**config.mk**
```make
export PLATFORM = sky130hd
export DESIGN_NAME = decode_stage
export DESIGN_NICKNAME = d
export VERILOG_FILES = /design/src/rtl/decode_stage.sv
export SDC_FILE = /design/constraint.sdc
export NUM_CORES = 2
export LEC_CHECK = 0
export CORE_UTILIZATION = 40
export DETAILED_ROUTE_END_ITERATION = 8
export PLACE_DENSITY = 0.52
export SYNTH_ARGS = -nofsm -noshare
export SYNTH_HDL_FRONTEND = slang
export SYNTH_SLANG_ARGS = --single-unit
```
**constraint.sdc**
```tcl
create_clock -name clk -period 4.8 [get_ports clk]
set_input_delay 0.72 -clock clk [delete_from_list [all_inputs] [get_ports clk]]
set_output_delay 0.72 -clock clk [all_outputs]
set_load 0.005 [all_outputs]
```
**src/rtl/decode_stage.sv**
```systemverilog
// Decode/issue stage feeding the ALU: register file, R/I decode, immediate
// sign-extension, RAW/WAW scoreboard and a one-entry issue register.
module decode_stage #(
   parameter int DATA_W   = 32,
   parameter int RF_DEPTH = 32
) (
   input  logic              clk,
   input  logic              rst,
   input  logic              if_valid,
   output logic              if_ready,
   input  logic [31:0]       if_instr,
   input  logic [31:0]       if_pc,
   output logic              ex_valid,
   input  logic              ex_ready,
   output logic [5:0]        ex_opcode,
   output logic [4:0]        ex_shamt,
   output logic [5:0]        ex_funct,
   output logic [DATA_W-1:0] ex_in1,
   output logic [DATA_W-1:0] ex_in2,
   output logic [DATA_W-1:0] ex_store_data,
   output logic [4:0]        ex_dest,
   output logic              ex_reg_write,
   output logic [31:0]       ex_pc,
   input  logic              wb_we,
   input  logic [4:0]        wb_addr,
   input  logic [DATA_W-1:0] wb_data,
   input  logic              flush
);

   localparam logic [5:0] OP_RTYPE = 6'b000000;
   localparam logic [5:0] OP_LW    = 6'b100011;
   localparam logic [5:0] OP_SW    = 6'b101011;
   localparam logic [5:0] OP_BEQ   = 6'b000100;
   localparam logic [5:0] OP_BNE   = 6'b000101;
   localparam logic [5:0] F_ADD    = 6'b100000;
   localparam logic [5:0] F_SUB    = 6'b100010;
   localparam logic [5:0] F_AND    = 6'b100100;
   localparam logic [5:0] F_OR     = 6'b100101;
   localparam logic [5:0] F_SRL    = 6'b000010;
   localparam logic [5:0] F_SLL    = 6'b000000;

   logic [DATA_W-1:0]   rf_reg [RF_DEPTH];
   logic [RF_DEPTH-1:0] pend_reg, pend_next;
   logic [RF_DEPTH-1:0] wb_clr;

   logic              ex_valid_reg, ex_reg_write_reg;
   logic [5:0]        ex_opcode_reg, ex_funct_reg;
   logic [4:0]        ex_shamt_reg, ex_dest_reg;
   logic [DATA_W-1:0] ex_in1_reg, ex_in2_reg, ex_store_data_reg;
   logic [31:0]       ex_pc_reg;

   logic [5:0]  opcode, funct;
   logic [4:0]  rs, rt, rd, shamt;
   logic [15:0] imm;

   assign opcode = if_instr[31:26];
   assign rs     = if_instr[25:21];
   assign rt     = if_instr[20:16];
   assign rd     = if_instr[15:11];
   assign shamt  = if_instr[10:6];
   assign funct  = if_instr[5:0];
   assign imm    = if_instr[15:0];

   logic       supported, uses_rt, imm_sel, is_sw, reg_write_dec;
   logic [4:0] dest_dec;

   always_comb begin
      supported = 1'b0;
      uses_rt   = 1'b0;
      imm_sel   = 1'b0;
      is_sw     = 1'b0;
      dest_dec  = 5'd0;
      case (opcode)
         OP_RTYPE: begin
            case (funct)
               F_ADD, F_SUB, F_AND, F_OR, F_SRL, F_SLL: begin
                  supported = 1'b1;
                  uses_rt   = 1'b1;
                  dest_dec  = rd;
               end
               default: ;
            endcase
         end
         OP_LW: begin
            supported = 1'b1;
            imm_sel   = 1'b1;
            dest_dec  = rt;
         end
         OP_SW: begin
            supported = 1'b1;
            uses_rt   = 1'b1;
            imm_sel   = 1'b1;
            is_sw     = 1'b1;
         end
         OP_BEQ, OP_BNE: begin
            supported = 1'b1;
            uses_rt   = 1'b1;
         end
         default: ;
      endcase
   end

   assign reg_write_dec = supported && (dest_dec != 5'd0);

   // Operand read with same-cycle writeback bypass; r0 is hardwired to zero.
   logic [DATA_W-1:0] rs_val, rt_val, imm_ext;
   assign rs_val  = (rs == 5'd0) ? '0 : (wb_we && wb_addr == rs) ? wb_data : rf_reg[rs];
   assign rt_val  = (rt == 5'd0) ? '0 : (wb_we && wb_addr == rt) ? wb_data : rf_reg[rt];
   assign imm_ext = {{(DATA_W-16){imm[15]}}, imm};

   logic hazard, accept;
   assign hazard = if_valid && supported &&
                   ((pend_reg[rs] && !wb_clr[rs]) ||
                    (uses_rt && pend_reg[rt] && !wb_clr[rt]) ||
                    (reg_write_dec && pend_reg[dest_dec] && !wb_clr[dest_dec]));

   assign if_ready = !rst && !flush && !hazard && (!ex_valid_reg || ex_ready);
   assign accept   = if_valid && if_ready;

   // Per-register pending bit: set on issue wins over writeback/flush clears.
   genvar gi;
   generate
      for (gi = 0; gi < RF_DEPTH; gi++) begin : g_sb
         assign wb_clr[gi] = wb_we && (wb_addr == 5'(gi));
         if (gi == 0) begin : g_r0
            assign pend_next[gi] = 1'b0;
         end else begin : g_rn
            logic set_bit, kill_bit;
            assign set_bit  = accept && reg_write_dec && (dest_dec == 5'(gi));
            assign kill_bit = flush && ex_valid_reg && ex_reg_write_reg && (ex_dest_reg == 5'(gi));
            assign pend_next[gi] = set_bit | (pend_reg[gi] & ~wb_clr[gi] & ~kill_bit);
         end
      end
   endgenerate

   always_ff @(posedge clk) begin
      if (rst) begin
         for (int i = 0; i < RF_DEPTH; i++) rf_reg[i] <= '0;
      end else if (wb_we && wb_addr != 5'd0) begin
         rf_reg[wb_addr] <= wb_data;
      end
   end

   always_ff @(posedge clk) begin
      if (rst) pend_reg <= '0;
      else     pend_reg <= pend_next;
   end

   always_ff @(posedge clk) begin
      if (rst) begin
         ex_valid_reg      <= 1'b0;
         ex_reg_write_reg  <= 1'b0;
         ex_opcode_reg     <= '0;
         ex_funct_reg      <= '0;
         ex_shamt_reg      <= '0;
         ex_dest_reg       <= '0;
         ex_in1_reg        <= '0;
         ex_in2_reg        <= '0;
         ex_store_data_reg <= '0;
         ex_pc_reg         <= '0;
      end else if (accept) begin
         // Unsupported encodings are consumed but never become valid.
         ex_valid_reg      <= supported;
         ex_reg_write_reg  <= reg_write_dec;
         ex_opcode_reg     <= opcode;
         ex_funct_reg      <= funct;
         ex_shamt_reg      <= shamt;
         ex_dest_reg       <= dest_dec;
         ex_in1_reg        <= rs_val;
         ex_in2_reg        <= imm_sel ? imm_ext : rt_val;
         ex_store_data_reg <= is_sw ? rt_val : '0;
         ex_pc_reg         <= if_pc;
      end else if (flush || ex_ready) begin
         ex_valid_reg <= 1'b0;
      end
   end

   assign ex_valid      = ex_valid_reg;
   assign ex_reg_write  = ex_reg_write_reg;
   assign ex_opcode     = ex_opcode_reg;
   assign ex_funct      = ex_funct_reg;
   assign ex_shamt      = ex_shamt_reg;
   assign ex_dest       = ex_dest_reg;
   assign ex_in1        = ex_in1_reg;
   assign ex_in2        = ex_in2_reg;
   assign ex_store_data = ex_store_data_reg;
   assign ex_pc         = ex_pc_reg;

endmodule

```
* After elaboration in Yosys (flattened, before gate mapping)
Memories as Yosys holds them, arrays and structs flattened. Index checks and enable logic that the tools add are counted. Widths: inputs -> output; s select.
Operators by class: bitwise logic cells 155, reduce and logical (&&, ||, !) cells 136, order comparisons 3, shifts and indexed selects 0, multipliers 0, div/mod/pow operators 0, muxes and demuxes 35, equality and inequality tests 104, add/subtract/negate cells 0
Operators by type and width (count):
- $eq 5x5->1 const B | 48
- $mux 32 | 7
- $eq 5x4->1 const B | 24
- $logic_and 1x1->1 | 112
- $and 1x1->1 | 62
- $not 1->1 | 62
- $eq 5x3->1 const B | 12
- $eq 6x6->1 const B | 6
- $reduce_or 32->1 | 1
- $or 1x1->1 | 31
- $bmux 1 s5 | 6
- $eq 5x2->1 const B | 6
- $lt 5x6->1 const B | 3
- $mux 1 | 17
- $eq 5x1->1 const B | 3
- $logic_not 5->1 | 3
- $eq 6x3->1 const B | 2
- $logic_not 6->1 | 2
- $eq 5x5->1 | 2
- $mux 5 | 2
- $pmux 5 s2 | 1
- $reduce_bool 5->1 | 2
- $logic_not 1->1 | 7
- $eq 6x2->1 const B | 1
- 7 further kinds | 11
Storage, ports and cells: logic and storage cells 446, memories 1, input bits 107, RAM bits 1024, output and inout bits 153, ROM bits 0, flip-flop bits (word level) 184, bits in latches 0
Memories:
- rf_reg | depth 32, bits a word 32, read ports 2, clocked after memory_dff 0, write ports 32, RTL line 42 | logic [DATA_W-1:0] rf_reg [RF_DEPTH];

* Longest topological paths before layout
word-level depth 17, gate-level depth with buffers 14, mapped depth without buffers 9

* Least setup slack after synthesis
OpenSTA, ideal clock, no wires.
path kind input-to-reg, start point in wb_addr[1], end point mem rf_reg[18][0] (enable), data arrival time 4.027 ns, stages 5, path slack 0.307 ns, cells stage by stage clkbuf_1 -> clkbuf_1 -> nor2b_1 -> nand2_1 -> o21ai_0
RTL lines:
- start, declared | RTL line 25 | input logic [4:0] wb_addr,
- end, declared | RTL line 42

* Worst setup path after layout
start point in if_instr[31], end point out if_ready
On the way: word-level cells in the longest chain between the ends 11, elaborated cells on any way between the ends 28
Ends and longest elaborated chain:
- start, declared | RTL line 11 | input logic [31:0] if_instr,
- $eq 6x6->1 (tied with other cells) | RTL line 73 | case (opcode)
- $pmux 5 s2 (tied with other cells) | RTL line 73
- $bmux 1 s5 (tied with other cells) | RTL line 115 | (reg_write_dec && pend_reg[dest_dec] && !wb_clr[dest_dec]));
- $mux 1 (not written as such) (tied with other cells) | RTL line 115
- $logic_and 1x1->1 (tied with other cells) | RTL line 115
- $logic_and 1x1->1 / $logic_or 1x1->1 (equally long branches) | RTL line 115, 113
- $logic_or 1x1->1 | RTL line 114 | (uses_rt && pend_reg[rt] && !wb_clr[rt]) ||
- $logic_and 1x1->1 * | RTL line 112 | assign hazard = if_valid && supported &&
- $logic_not 1->1 * | RTL line 117 | assign if_ready = !rst && !flush && !hazard && (!ex_valid_reg || ex_ready);
- $logic_and 1x1->1 * (2 in a row) | RTL line 117
- end, declared | RTL line 10 | output logic if_ready,
Mark *: on every way between the ends. The rest lies on a longest branch, timed or not. The select of a mux whose other input is x is not followed.

==> reports/qor.yml <==
status:
  status: "finished, final reports clean"
power_and_ir_drop:
  total_leakage_power_nw: 26.8
  seqPwrFrac_pct: 46.2
  pwr-share-comb_pct: 13.5
  p_int_mw: 19.7
  vdd_drop_max_mv: 0.313
  p_switching_mw: 6.84
  switching_share_pct: 25.8
  pwr-share-clk_pct: 40.2
  cellPowerDensity_nw_per_um2: 350
sta:
  hold_viol: 0
  fmax_mhz: 216
  fin_worst_skew_ps: 21.5
  rsz0062_at_grt: "no"
  slew_headroom_pct: 15.6
  fin_crit_sh_pct: 96.5
  setup_slack_ps: 167
  finalMaxSlewViolations: 0
  post-route-min-period_ps: 4630
  final-setup-viol-count: 0
  setup-tns-final_ps: 0
  tightest_slew_ps: 1270
  hold_slack_ps: 450
final_layout:
  stdcell_area_sq_um: 75600
  finalNonFillerCells: 7220
  largest_register_ffs: 1024
  syn_to_final_growth_pct: 17.8
  layout.nets: 5125
  multi_input_area_sq_um: 28600
  layout-drive-gt1-share_pct: 22.4
  nFillCells: 13900
  seq_area_sq_um: 34400
placed_design:
  io_buffer_count: 259
  place_area_sq_um: 71000
  dp.cells: 6941
  pre_cts_ws_ps: -441
  place.gp.congestion: 0.901
  dp_hpwl_mm: 148
global_route:
  globalRouteTotalUtil_pct: 29.9
  antenna_found_initial: 26
  grt_max_degree: 112
  grt_first_pass_wirelength_mm: 342
  grt-ovfl-total: 0
  grt_pass1_vias: 43300
clock_network:
  htree_levels: 4
  cts_hold_buf: 0
  numCtsBuffers: 145
  clkLatencyLatePin_ps: 780
  clk_path_buf_depth: 3
  cts_sinks: 1207
  cts_root_buf: "clkbuf_16"
  tritoncts: "built"
  clk_pin_slew_ps: 50
logic_synthesis:
  synth_cell_types: 65
  synth.area.top_cells: "edfxtp_1 (48%), mux4_2 (16%), and2_1 (10%)"
  seq_area_frac_synth_pct: 53.6
  syn_avg_cell_area_sq_um: 13.4
  yosysWarnings: 0
  synth-seq-cells: 1207
  synthesis.area_sq_um: 64200
  synthArstFlopShare_pct: 0
  synth_cells: 4780
  synthFlopType: "edfxtp_1"
  synth-edff-count: 1024
  synth.top_cell.area_share_pct: 47.9
  yosysTopAreaCell: "edfxtp_1"
detailed_routing:
  vias: 44200
  wire_per_inst_um: 34.0
  drtAntennaViolNets: 0
  wirelength_mm: 245
  via_per_inst: 6.12
  drt_pass1_iterations: 6
  drc: 0
  initialDrtViolationCount: 5449
critical_path:
  arrival_ps: 3910
  startpoint_type: "primary input"
  crit_type: "in2out"
  cp_max_fo: 7
  cp-end-kind: "output pin"
  cp.required_ps: 4080
floorplan:
  core_sq_um: 159000
  die_x_um: 403
  start_util_pct: 40.4
  die_h_um: 403
  fp-row-count: 146
  pin_count: 260
  die-area_sq_um: 162000
job:
  maxCapViolations: 0
worst_hold_path:
  hp-class: "in2reg"
per-stage QoR:
step	utilization [%]	total power, mW
final	47.6	26.5
after global routing	47.6	27.2
after CTS	47.6	26.6
after global placement	44.7	16.0
after floorplan	-	14.3
after detailed placement	44.7	16.0
cells in the mapped netlist, drive strengths merged (3+ instances only):
library cell,instances
a21oi,117
o2111ai,6
nor2b,59
edfxtp,1024
o21ai,235
a31oi,6
nor2,192
nand4,8
a311o,6
buf,96
nand3b,3
clkbuf,384
a211oi,4
nand2,168
or2,9
nor3,17
a221oi,68
a32oi,4
o211ai,33
mux4,460
xnor2,4
and2,1029
inv,9
mux2i,343
mux2,116
xor2,6
a22oi,80
nor4,3
nand3,28
o22ai,5
o41ai,16
dfxtp,183
nand2b,10
a211o,20
path summary, 6_finish.rpt:
kind	start	endpoint	slack [ps]	cells after the start
setup / recovery	if_instr[31]	if_ready	170	13
hold / removal	rst	ex_valid	450	2
setup reg to reg	pend_reg[14]	ex_in2[11]	1730	12
hold reg to reg	ex_store_data[3]	ex_store_data[3]	460	2
cell type report:
type                    count  share of cell area (%)
flip-flops and latches   1207                    45.5
clock buffers             198                    5.36
repair buffers            540                    7.18
inverters                   9                  0.0546
clock inverters            65                   0.591
well taps                2072                    3.43
multi-input cells        3115                    37.8
diodes                     14                  0.0463
power by group through the flow:
stage	Clock, mW	Sequential, mW	Combinational [mW]
6_report	10.7	12.2	3.58
5_1_grt	11.2	12.3	3.73
4_1_cts	10.8	12.2	3.56
3_5_place_dp	0	12.5	3.55
3_3_place_gp	0	12.4	3.55
2_1_floorplan	0	12.4	1.94
routing by layer:
layer  global-route usage [%]  part of all wire (%)  routed length (um)
met4                     9.44                   3.1                7700
met2                     47.9                    47              114000
met3                     4.86                   8.8               21500
met5                        0                0.0053                  13
met1                     41.7                    42              102000
what timing repair did:
| item | 4_1_cts | 5_1_grt |
|---|---|---|
| gates resized for setup | 11 | 0 |
| endpoints found under the setup margin | 1 | 1 |
| pin swaps | 3 | 1 |
| setup buffers | 0 | 2 |
worst max-delay path, cell delays in order:
cell	delay, ps
clkdlybuf4s50_1	430
or4_4	600
a211oi_4	210
buf_6	180
a32oi_2	110
buf_4	190
mux2i_1	170
o22ai_1	120
a211o_1	330
or3_4	370
nand2_1	100
a21boi_0	90
dlygate4sd2_1	280
cell usage in the layout (no fill, tap or decap), types with 68 or more instances in the layout:
master | synthesis | layout
a21oi_1 | 117 | 116
a221oi_1 | 68 | 68
a22oi_1 | 80 | 80
and2_1 | 1029 | 1029
buf_4 | 8 | 226
clkbuf_16 | 0 | 152
clkdlybuf4s50_1 | 0 | 247
dfxtp_1 | 183 | 183
edfxtp_1 | 1024 | 1024
mux2_2 | 102 | 102
mux2i_1 | 343 | 340
mux4_2 | 460 | 460
nand2_1 | 168 | 168
nor2_1 | 192 | 159
o21ai_0 | 234 | 203
cell families (layout without fill, tap and decap cells):
family	after synthesis	count (layout)	share of synthesized area [%]
compound gates	618	618	6.18
xor+xnor	10	10	0.136
buf+inv	489	812	3.05
flops	1207	1207	53.6
mux	919	919	23.5
other cells	1	46	0.00584
simple gates	1536	1536	13.5
Note: power is estimated with default switching activity, not from simulation.
